[src/rtl/mult_div_pkg.sv]
// Shared types and constants for the MULT/DIV sequencer: FSM state encoding,
// default operand width and the iteration-counter width.
package mult_div_pkg;

    localparam int MD_WIDTH = 32;
    localparam int MD_CNT_W = $clog2(MD_WIDTH + 1);

    typedef enum logic [2:0] {
        IDLE,
        MUL_IT,
        DIV_IT,
        FIXUP,
        DONE
    } md_state_e;

    // Counter must be able to hold the value WIDTH itself.
    function automatic int md_cnt_width(input int width);
        return $clog2(width + 1);
    endfunction

endpackage

[src/rtl/mult_div_seq_if.sv]
// Request/response bundle between the control FSM and the MULT/DIV sequencer.
// MULT_DIV_UNSIGNED_EN adds the is_unsigned request qualifier.
interface mult_div_seq_if
    import mult_div_pkg::*;
#(
    parameter int WIDTH = MD_WIDTH
);

    logic             start_mult;
    logic             start_div;
    logic [WIDTH-1:0] op_a;
    logic [WIDTH-1:0] op_b;
`ifdef MULT_DIV_UNSIGNED_EN
    logic             is_unsigned;
`endif
    logic [WIDTH-1:0] hi_out;
    logic [WIDTH-1:0] lo_out;
    logic             busy;
    logic             done;
    logic             div_zero;

    modport master (
        output start_mult, start_div, op_a, op_b,
`ifdef MULT_DIV_UNSIGNED_EN
        output is_unsigned,
`endif
        input  hi_out, lo_out, busy, done, div_zero
    );

    modport slave (
        input  start_mult, start_div, op_a, op_b,
`ifdef MULT_DIV_UNSIGNED_EN
        input  is_unsigned,
`endif
        output hi_out, lo_out, busy, done, div_zero
    );

endinterface

[src/rtl/mult_div_seq_md_step.sv]
// One iteration of the shared datapath: a radix-2 Booth step on {acc,q,q-1}
// or a restoring-division step on {rem,quo}, selected by mode_div.
module md_step
    import mult_div_pkg::*;
#(
    parameter int WIDTH = MD_WIDTH
) (
    input  logic             mode_div,
    input  logic [WIDTH:0]   acc_in,
    input  logic [WIDTH-1:0] q_in,
    input  logic             qm1_in,
    input  logic [WIDTH:0]   opnd_in,
    output logic [WIDTH:0]   acc_out,
    output logic [WIDTH-1:0] q_out,
    output logic             qm1_out
);

    logic [WIDTH+1:0] booth_sum;
    logic [WIDTH:0]   shifted;
    logic [WIDTH+1:0] trial;

    always_comb begin
        // One extra guard bit: a zero-extended multiplicand near 2^WIDTH can
        // push acc +/- opnd outside the WIDTH+1 signed range before the shift.
        case ({q_in[0], qm1_in})
            2'b01:   booth_sum = {acc_in[WIDTH], acc_in} + {opnd_in[WIDTH], opnd_in};
            2'b10:   booth_sum = {acc_in[WIDTH], acc_in} - {opnd_in[WIDTH], opnd_in};
            default: booth_sum = {acc_in[WIDTH], acc_in};
        endcase

        shifted = {acc_in[WIDTH-1:0], q_in[WIDTH-1]};
        trial   = {1'b0, shifted} - {1'b0, opnd_in};

        if (mode_div) begin
            acc_out = trial[WIDTH+1] ? shifted : trial[WIDTH:0];
            q_out   = {q_in[WIDTH-2:0], ~trial[WIDTH+1]};
            qm1_out = 1'b0;
        end else begin
            acc_out = booth_sum[WIDTH+1:1];
            q_out   = {booth_sum[0], q_in[WIDTH-1:1]};
            qm1_out = q_in[0];
        end
    end

endmodule

[src/rtl/mult_div_seq.sv]
// Iterative signed MULT/DIV sequencer feeding HI/LO: FSM, counter, sign
// latches and result fixup. MULT_DIV_UNSIGNED_EN enables MULTU/DIVU requests.
module mult_div_seq
    import mult_div_pkg::*;
#(
    parameter int WIDTH = MD_WIDTH
) (
    input  logic           clock,
    input  logic           reset,
    mult_div_seq_if.slave  bus
);

    localparam int CNT_W = md_cnt_width(WIDTH);

    md_state_e        state_q, state_d;
    logic [CNT_W-1:0] cnt_q, cnt_d;
    logic [WIDTH:0]   acc_q, acc_d;
    logic [WIDTH-1:0] q_q, q_d;
    logic             qm1_q, qm1_d;
    logic [WIDTH:0]   opnd_q, opnd_d;
    logic             is_div_q, is_div_d;
    logic             quo_neg_q, quo_neg_d;
    logic             rem_neg_q, rem_neg_d;
    logic             b_msb_q, b_msb_d;
    logic [WIDTH-1:0] hi_q, hi_d;
    logic [WIDTH-1:0] lo_q, lo_d;
    logic             busy_q, busy_d;
    logic             done_q, done_d;
    logic             div_zero_q, div_zero_d;

    logic             uns_in;
    logic [WIDTH-1:0] a_mag;
    logic [WIDTH-1:0] b_mag;
    logic [WIDTH:0]   step_acc;
    logic [WIDTH-1:0] step_q;
    logic             step_qm1;

`ifdef MULT_DIV_UNSIGNED_EN
    assign uns_in = bus.is_unsigned;
`else
    assign uns_in = 1'b0;
`endif

    // Unsigned magnitudes; the most-negative value maps to 2^(WIDTH-1) correctly.
    assign a_mag = (bus.op_a[WIDTH-1] && !uns_in) ? -bus.op_a : bus.op_a;
    assign b_mag = (bus.op_b[WIDTH-1] && !uns_in) ? -bus.op_b : bus.op_b;

    md_step #(.WIDTH(WIDTH)) u_step (
        .mode_div (is_div_q),
        .acc_in   (acc_q),
        .q_in     (q_q),
        .qm1_in   (qm1_q),
        .opnd_in  (opnd_q),
        .acc_out  (step_acc),
        .q_out    (step_q),
        .qm1_out  (step_qm1)
    );

    always_comb begin
        state_d    = state_q;
        cnt_d      = cnt_q;
        acc_d      = acc_q;
        q_d        = q_q;
        qm1_d      = qm1_q;
        opnd_d     = opnd_q;
        is_div_d   = is_div_q;
        quo_neg_d  = quo_neg_q;
        rem_neg_d  = rem_neg_q;
        b_msb_d    = b_msb_q;
        hi_d       = hi_q;
        lo_d       = lo_q;
        busy_d     = busy_q;
        done_d     = 1'b0;
        div_zero_d = 1'b0;

        case (state_q)
            IDLE: begin
                if (bus.start_mult) begin
                    state_d   = MUL_IT;
                    cnt_d     = CNT_W'(WIDTH);
                    acc_d     = '0;
                    q_d       = bus.op_b;
                    qm1_d     = 1'b0;
                    opnd_d    = uns_in ? {1'b0, bus.op_a} : {bus.op_a[WIDTH-1], bus.op_a};
                    is_div_d  = 1'b0;
                    quo_neg_d = 1'b0;
                    rem_neg_d = 1'b0;
                    // Booth treats op_b as signed; an unsigned op_b with MSB set
                    // needs one more multiplicand added into the upper half.
                    b_msb_d   = uns_in & bus.op_b[WIDTH-1];
                    busy_d    = 1'b1;
                end else if (bus.start_div) begin
                    if (bus.op_b == '0) begin
                        div_zero_d = 1'b1;
                    end else begin
                        state_d   = DIV_IT;
                        cnt_d     = CNT_W'(WIDTH);
                        acc_d     = '0;
                        q_d       = a_mag;
                        qm1_d     = 1'b0;
                        opnd_d    = {1'b0, b_mag};
                        is_div_d  = 1'b1;
                        quo_neg_d = !uns_in && (bus.op_a[WIDTH-1] ^ bus.op_b[WIDTH-1]);
                        rem_neg_d = !uns_in && bus.op_a[WIDTH-1];
                        b_msb_d   = 1'b0;
                        busy_d    = 1'b1;
                    end
                end
            end

            MUL_IT, DIV_IT: begin
                acc_d = step_acc;
                q_d   = step_q;
                qm1_d = step_qm1;
                cnt_d = cnt_q - CNT_W'(1);
                if (cnt_q == CNT_W'(1)) begin
                    state_d = FIXUP;
                end
            end

            FIXUP: begin
                if (is_div_q) begin
                    lo_d = quo_neg_q ? -q_q : q_q;
                    hi_d = rem_neg_q ? -acc_q[WIDTH-1:0] : acc_q[WIDTH-1:0];
                end else begin
                    lo_d = q_q;
                    hi_d = acc_q[WIDTH-1:0] + (b_msb_q ? opnd_q[WIDTH-1:0] : '0);
                end
                busy_d  = 1'b0;
                done_d  = 1'b1;
                state_d = DONE;
            end

            DONE: begin
                state_d = IDLE;
            end

            default: begin
                state_d = IDLE;
                busy_d  = 1'b0;
            end
        endcase
    end

    always_ff @(posedge clock) begin
        if (!reset) begin
            state_q    <= IDLE;
            cnt_q      <= '0;
            acc_q      <= '0;
            q_q        <= '0;
            qm1_q      <= 1'b0;
            opnd_q     <= '0;
            is_div_q   <= 1'b0;
            quo_neg_q  <= 1'b0;
            rem_neg_q  <= 1'b0;
            b_msb_q    <= 1'b0;
            hi_q       <= '0;
            lo_q       <= '0;
            busy_q     <= 1'b0;
            done_q     <= 1'b0;
            div_zero_q <= 1'b0;
        end else begin
            state_q    <= state_d;
            cnt_q      <= cnt_d;
            acc_q      <= acc_d;
            q_q        <= q_d;
            qm1_q      <= qm1_d;
            opnd_q     <= opnd_d;
            is_div_q   <= is_div_d;
            quo_neg_q  <= quo_neg_d;
            rem_neg_q  <= rem_neg_d;
            b_msb_q    <= b_msb_d;
            hi_q       <= hi_d;
            lo_q       <= lo_d;
            busy_q     <= busy_d;
            done_q     <= done_d;
            div_zero_q <= div_zero_d;
        end
    end

    assign bus.hi_out   = hi_q;
    assign bus.lo_out   = lo_q;
    assign bus.busy     = busy_q;
    assign bus.done     = done_q;
    assign bus.div_zero = div_zero_q;

endmodule

[src/flat_wrapper.sv]
// flat-port wrapper written by rule: the top's interface ports become plain ports
module mult_div_seq_flat import mult_div_pkg::*;
#(
    parameter int WIDTH = MD_WIDTH
)
  (clock, reset, bus_start_mult, bus_start_div, bus_op_a, bus_op_b, bus_hi_out, bus_lo_out, bus_busy, bus_done, bus_div_zero);
  mult_div_seq_if #(.WIDTH(WIDTH)) bus_i ();
  input  logic clock;
  input  logic reset;
  input wire logic [$bits(bus_i.start_mult)-1:0] bus_start_mult;
  input wire logic [$bits(bus_i.start_div)-1:0] bus_start_div;
  input wire logic [$bits(bus_i.op_a)-1:0] bus_op_a;
  input wire logic [$bits(bus_i.op_b)-1:0] bus_op_b;
  output wire logic [$bits(bus_i.hi_out)-1:0] bus_hi_out;
  output wire logic [$bits(bus_i.lo_out)-1:0] bus_lo_out;
  output wire logic [$bits(bus_i.busy)-1:0] bus_busy;
  output wire logic [$bits(bus_i.done)-1:0] bus_done;
  output wire logic [$bits(bus_i.div_zero)-1:0] bus_div_zero;
  assign bus_i.start_mult = bus_start_mult;
  assign bus_i.start_div = bus_start_div;
  assign bus_i.op_a = bus_op_a;
  assign bus_i.op_b = bus_op_b;
  assign bus_hi_out = bus_i.hi_out;
  assign bus_lo_out = bus_i.lo_out;
  assign bus_busy = bus_i.busy;
  assign bus_done = bus_i.done;
  assign bus_div_zero = bus_i.div_zero;
  mult_div_seq #(.WIDTH(WIDTH)) u_core (.clock(clock), .reset(reset), .bus(bus_i));
endmodule
[config.mk]
export PLATFORM = sky130hd
export DESIGN_NAME = mult_div_seq_flat
export DESIGN_NICKNAME = d
export VERILOG_FILES = /design/src/rtl/mult_div_pkg.sv /design/src/rtl/mult_div_seq_if.sv /design/src/rtl/mult_div_seq_md_step.sv /design/src/rtl/mult_div_seq.sv /design/src/flat_wrapper.sv
export SDC_FILE = /design/constraint.sdc
export NUM_CORES = 1
export LEC_CHECK = 0
export CORE_ASPECT_RATIO = 1.4
export CORE_MARGIN = 2
export CORE_UTILIZATION = 30
export CTS_CLUSTER_DIAMETER = 120
export CTS_CLUSTER_SIZE = 12
export DETAILED_ROUTE_END_ITERATION = 8
export DONT_BUFFER_PORTS = 1
export SLEW_MARGIN = 20
export SYNTH_ARGS = -nofsm -noshare
export SYNTH_HDL_FRONTEND = slang
export SYNTH_SLANG_ARGS = --single-unit
[constraint.sdc]
create_clock -name clock -period 10.2 [get_ports clock]
set_input_delay 2.04 -clock clock [delete_from_list [all_inputs] [get_ports clock]]
set_output_delay 2.04 -clock clock [all_outputs]
set_load 0.02 [all_outputs]
Yosys cells after proc, flatten, opt, wreduce, memory -nomap -nowiden
Cells that the tools add are included.
Word-level totals
  output and inout port bits: 67
  register bits: 179
Operators by class
  equality and inequality tests: 12
  $add $sub $neg: 9
  reduce and logical (&&, ||, !) cells: 12
  mux-type cells: 49
  bitwise gates (word level): 6
Operators by type and width (count)
  32-bit two-way mux: 11
  33-bit two-way mux: 8
  32-bit negation: 4
  34-bit one-hot mux with 2 select lines: 1
  33-bit by 33-bit subtractor with 34-bit output: 2
  33-bit one-hot mux with 2 select lines: 1
  32-bit one-hot mux with 2 select lines: 1
  33-bit by 33-bit adder with 34-bit output: 1
  32-bit adder: 1
  32-bit logical NOT: 1
  6-bit two-way mux: 3
  1-bit two-way mux: 16
  3-bit two-way mux: 4
  6-bit one-hot mux with 2 select lines: 1
  3-bit AND reduction: 4
  3-bit one-hot mux with 3 select lines: 1
  3-bit by 2-bit equality test with 1-bit output (second input constant): 2
  6-bit by 1-bit equality test with 1-bit output (second input constant): 1
  3-bit inequality test (second input constant): 2
  6-bit by 1-bit subtractor with 6-bit output (second input constant): 1
  1-bit inverter: 5
  4-bit by 3-bit inequality test with 1-bit output (second input constant): 1
  1-bit one-hot mux with 2 select lines: 2
  4-bit AND reduction: 1
  12 further kinds: 13

Longest topological paths before layout
  word-level depth: 6
  gate-level depth with buffers: 17
  mapped depth without buffers: 17

By module
Synthesis repeated with hierarchy kept, for this count alone.
Unflattened totals
  cell total of the unflattened synthesis: 2100
  area, all modules: 15623.7 um^2
By module, submodules not included
  mult_div_seq: instances 1, area each 10015.9 um^2, cells each 1268
  md_step: instances 1, area each 5607.9 um^2, cells each 832

Worst setup path after synthesis
Ideal clock, no wire load.
  path type: input -> register
  start: input bus_op_a[13]
  end: register u_core.q_q[25]
  path slack: 5.402 ns
  arrival time: 4.682 ns
  stages on the path: 9
  path through: or4_4 or4_4 or2_4 or3_4 or4_4 o41ai_4 xor2_1 o21ai_1 a22o_1
Between the ends
  cells in the longest elaborated chain, start to end: 6
RTL lines
  start: declaration: RTL line flat_wrapper.sv:12  | input wire logic [$bits(bus_i.op_a)-1:0] bus_op_a;
  32-bit negation: RTL line mult_div_seq.sv:45  | assign a_mag = (bus.op_a[WIDTH-1] && !uns_in) ? -bus.op_a : bus.op_a;
  32-bit two-way mux: RTL line mult_div_seq.sv:45
  32-bit two-way mux: RTL line mult_div_seq.sv:93  | if (bus.op_b == '0) begin
  32-bit two-way mux: RTL line mult_div_seq.sv:92  | end else if (bus.start_div) begin
  32-bit two-way mux: RTL line mult_div_seq.sv:78  | if (bus.start_mult) begin
  32-bit one-hot mux with 2 select lines: RTL line mult_div_seq.sv:76  | case (state_q)
  end signal: assignment: RTL line mult_div_seq.sv:166  | q_q <= q_d;
  end: declaration: RTL line mult_div_seq.sv:18  | logic [WIDTH-1:0] q_q, q_d;
Every way passes these cells. The select of a mux whose other input is x is not followed.
A chain may end at the register's enable or synchronous reset.

Worst setup path in the final report
  start: input bus_op_b[0]
  end: register u_core.acc_q[29]
Between the ends
  cells in the longest elaborated chain, start to end: 3
RTL lines
  start: declaration: RTL line flat_wrapper.sv:13  | input wire logic [$bits(bus_i.op_b)-1:0] bus_op_b;
  32-bit logical NOT: RTL line mult_div_seq.sv:93
  3-bit inequality test (no source line)
  3-bit AND reduction (no source line)
  end signal: assignment: RTL line mult_div_seq.sv:149  | acc_q <= '0;
  end signal: assignment: RTL line mult_div_seq.sv:165  | acc_q <= acc_d;
  end: declaration: RTL line mult_div_seq.sv:17  | logic [WIDTH:0] acc_q, acc_d;
Every way passes these cells.

==> run metrics <==
status=finished, final reports clean; DR vias/cell=5.701; Worst Max-Slew Pin Slew=1075 ps; final worst-path cycle share=0.4891; Internal Pwr Total=0.002291 W; Worst R2R Start=u_core.opnd_q[2]; simple-gate portion of the synthesized area=0.2014; number of warnings printed during yosys synthesis=0; Max rail drop VDD=0.1423 mV; last weighted congestion value of the routability-driven placer=0.9657; vias in the first global route=13999; Fillers=5172; Post-CTS Setup Inserts=0; Leakage Power=between 5 and 6 nW; Setup Viol. Count Final=0; switching fraction of total power=0.5186; depth of the CTS H-tree=4; clock network fraction of total power=0.141; worst setup skew after layout=21.03 ps; maximum operating frequency=200.4 MHz; number of failing hold endpoints at the final stage=0; R2R Path End=u_core.acc_q[26]; Resize count post-CTS=0; nets@finish=between 2000 and 2500; wirelength, routed=55.43 mm; count of vias placed by the detailed router=roughly 15000; number of detailed-route iterations in the first pass=7; grt total ovfl=0; Post-synth EDFFs=0; sequential-to-total area share from yosys stat=0.2378; post-synthesis adder-cell area fraction=0.06447; maximum number of pins on one net before global-route repair=between 100 and 150; Port-buffer cells=0; tightest hold margin=between 500 and 600 ps; CP Launch Type=primary input; class of the tightest hold or removal check=reg2reg; number of storage elements in the synthesis netlist=178; Root Buffer=sky130_fd_sc_hd__clkbuf_16; total track usage=0.2102; post-synthesis compound-gate area fraction=0.2838; relative contribution of combinational cells to total power=0.615; most used cells in the layout excluding fill and tap cells=230 x sky130_fd_sc_hd__nand2_1, 201 x sky130_fd_sc_hd__nor2_1, 182 x sky130_fd_sc_hd__o21ai_0, 177 x sky130_fd_sc_hd__dfxtp_1, 152 x sky130_fd_sc_hd__a21oi_1; Antenna Violating Nets Remaining=0; Worst Min Path Start=u_core.opnd_q[12]; antenna cell count=0; horizontal extent of the die=a little under 200 µm; data required time of the worst path=around 11000 ps; Critical Path AT=5350 ps; worst setup slack after layout=5211 ps; post-detailed-route wirelength per cell=21.49 µm; clock slew at reported path FFs=70 ps; Sink Count=178; Hold Crit Depth=2; worst hold path endpoint=u_core.opnd_q[12]; half-perimeter wire length after placement=43.89 mm; hold_buf cts=0; effective utilization at floorplan=0.3050; Core Box Area=49130 µm²; per-instance average area after synthesis=7.392 µm²; Mapped Area=roughly 15000 µm²; switching power summed over all nets=0.002468 W; Die Outline Area=51770 µm²; part of the total power dissipated in sequential elements=0.244; leading cell type in the layout, fill and taps excluded=sky130_fd_sc_hd__nand2_1; number of standard cells after synthesis=2027; kind of capture point of the worst setup path=flip-flop; proportion of layout cells with a drive suffix above 1=0.04686; number of ports placed on the die boundary=135; final total negative setup slack=0 ps; final slew viol count=0; Row Count=96; Register Area=3565 µm²; minimum period implied by the final worst setup slack=4989 ps; Iteration-0 DRC Markers=1225; ys async rst share=0; peak fanout along the critical path=34; DRC viols=0; wire length of the first global-routing pass=83.14 mm; die extent in y=~270 µm; most frequently used flop master after synthesis=sky130_fd_sc_hd__dfxtp_1; initial antenna violation count=0; main combinational cell family by area after synthesis=compound AO/OA/AOI/OAI gates; post-synthesis cell type count=81; Synthesized Nets=2171; register-to-register path setup slack=5240 ps; MaxCap Viol Count=0; clock latency of the later-clocked register in the worst-skew pair=around 470 ps; area growth from synthesis to final layout=6.238%; TritonCTS clock tree=done; parity-gate share of the synthesized area counting xor and xnor cells=0.1216; kind of critical path=in2reg; number of cell instances on the worst register-to-register path=16; number of CTS-inserted buffers=17; pre-CTS setup slack=4862 ps; CTS Buffer Depth=2; area occupied by multi-input gates=10520 µm²; power density of the placed cells=~300 nW/µm²; multiplexer share of the synthesized area=0.02923; Relative slew margins=0.2776; unrepaired setup endpoints after global routing=false
==> sequential cells by signal, summed over array words and instances (netlist names), 3 cells and up <==
signal and count:
u_core.state_q 3, u_core.q_q 32, u_core.cnt_q 6, u_core.opnd_q 33, u_core.bus.lo_out 32, u_core.bus.hi_out 32
u_core.acc_q 33
==> worst max-delay path by stage <==
stage	from	to	slack [ps]
floorplan	bus_op_a[13]	u_core.q_q[25]	5400
global placement	bus_op_b[0]	u_core.cnt_q[3]	4850
detailed placement	bus_op_b[0]	u_core.acc_q[29]	4860
CTS	u_core.q_q[0]	u_core.acc_q[31]	5100
global route	u_core.opnd_q[2]	u_core.acc_q[31]	5030
finish	bus_op_b[0]	u_core.acc_q[29]	5210
==> stage by stage <==
stage / power, W / instance area (µm²) / utilization / cells
3_5_place_dp: 0.004053 / 15320 / 0.3118 / 2547
5_1_grt: 0.005088 / 15920 / 0.3240 / 2579
3_3_place_gp: 0.004033 / 15320 / 0.3118 / 2547
4_1_cts: 0.004737 / 15920 / 0.3240 / 2579
2_1_floorplan: 0.003292 / 14980 / - / 2027
6_report: 0.004758 / 15920 / 0.3240 / 2579
==> synth_stat cells (7+ instances only) <==
cell	n	area (µm²)
sky130_fd_sc_hd__o41ai_1	13	113.9
sky130_fd_sc_hd__mux2i_1	37	370.4
sky130_fd_sc_hd__and2_1	10	62.56
sky130_fd_sc_hd__o31ai_1	27	202.7
sky130_fd_sc_hd__inv_1	74	277.8
sky130_fd_sc_hd__nor3_1	42	210.2
sky130_fd_sc_hd__a21o_1	25	187.7
sky130_fd_sc_hd__nand2b_1	14	87.58
sky130_fd_sc_hd__a222oi_1	8	80.08
sky130_fd_sc_hd__o21ai_0	182	910.9
sky130_fd_sc_hd__nand3_1	32	160.2
sky130_fd_sc_hd__nor2_1	204	765.7
sky130_fd_sc_hd__nor4_1	16	100.1
sky130_fd_sc_hd__o22ai_1	17	106.4
sky130_fd_sc_hd__a22o_1	11	96.34
sky130_fd_sc_hd__dfxtp_1	178	3563
sky130_fd_sc_hd__nand2_1	230	863.3
sky130_fd_sc_hd__ha_1	74	925.9
sky130_fd_sc_hd__a211oi_1	53	397.9
sky130_fd_sc_hd__a211o_1	8	70.07
sky130_fd_sc_hd__buf_1	8	30.03
sky130_fd_sc_hd__or4_1	15	112.6
sky130_fd_sc_hd__o211ai_1	27	202.7
sky130_fd_sc_hd__xor2_1	107	937.2
sky130_fd_sc_hd__and3_1	10	62.56
sky130_fd_sc_hd__a22oi_1	19	142.6
sky130_fd_sc_hd__xnor2_1	101	884.6
sky130_fd_sc_hd__o21a_1	7	52.55
sky130_fd_sc_hd__a31oi_1	27	168.9
sky130_fd_sc_hd__clkbuf_1	115	431.7
sky130_fd_sc_hd__a32o_1	13	130.1
sky130_fd_sc_hd__nand4_1	13	81.33
sky130_fd_sc_hd__or3_1	20	125.1
sky130_fd_sc_hd__a311oi_1	7	61.31
sky130_fd_sc_hd__a21oi_1	153	765.7
sky130_fd_sc_hd__nor2b_1	11	68.82
sky130_fd_sc_hd__a221oi_1	21	183.9
==> kinds of logic (layout without fill, tap and decap cells) <==
kind of cell	after synthesis	after routing
AO/OA/AOI/OAI	659	659
XOR/XNOR	208	208
flip-flops	178	178
adder cells (fa/ha/maj)	76	76
multiplexers	43	43
buffers and inverters	212	127
AND/OR/NAND/NOR	651	651
==> final cells by class <==
class | instances | share of cell area
clock buffer | 19 | 0.02845
clock inverter | 13 | 0.008961
inverter | 74 | 0.01761
multi-input combinational | 1637 | 0.6611
sequential | 178 | 0.2239
tap | 637 | 0.05007
timing repair buffer | 21 | 0.009904
==> layer usage <==
metal	global-route usage	vias up	part of all wire
met5	0	-	0
met2	0.3800	447	0.51
met4	0.1182	0	0.054
met1	0.2317	6988	0.38
li1	-	7159	-
met3	0.03345	110	0.052
==> power by group through the flow <==
| stage | Clock, W | Combinational (W) | Sequential (W) |
|---|---|---|---|
| final | 0.000671 | 0.00292 | 0.00116 |
| after global routing | 0.000703 | 0.00320 | 0.00118 |
| after CTS | 0.000682 | 0.00290 | 0.00116 |
| after detailed placement | 0 | 0.00288 | 0.00117 |
| after global placement | 0 | 0.00286 | 0.00117 |
| after floorplan | 0 | 0.00225 | 0.00104 |
==> worst max-delay path: stages <==
cell and delay, ps:
sky130_fd_sc_hd__inv_1 60, sky130_fd_sc_hd__ha_1 180, sky130_fd_sc_hd__or3b_2 500, sky130_fd_sc_hd__nor4b_1 600, sky130_fd_sc_hd__nand4_1 300, sky130_fd_sc_hd__nand2_1 320
sky130_fd_sc_hd__a21oi_1 310, sky130_fd_sc_hd__nor2_2 160, sky130_fd_sc_hd__buf_4 370, sky130_fd_sc_hd__nand2_1 120, sky130_fd_sc_hd__and4_1 190, sky130_fd_sc_hd__a211oi_1 170
No activity file was read; power rests on OpenSTA's default activity.
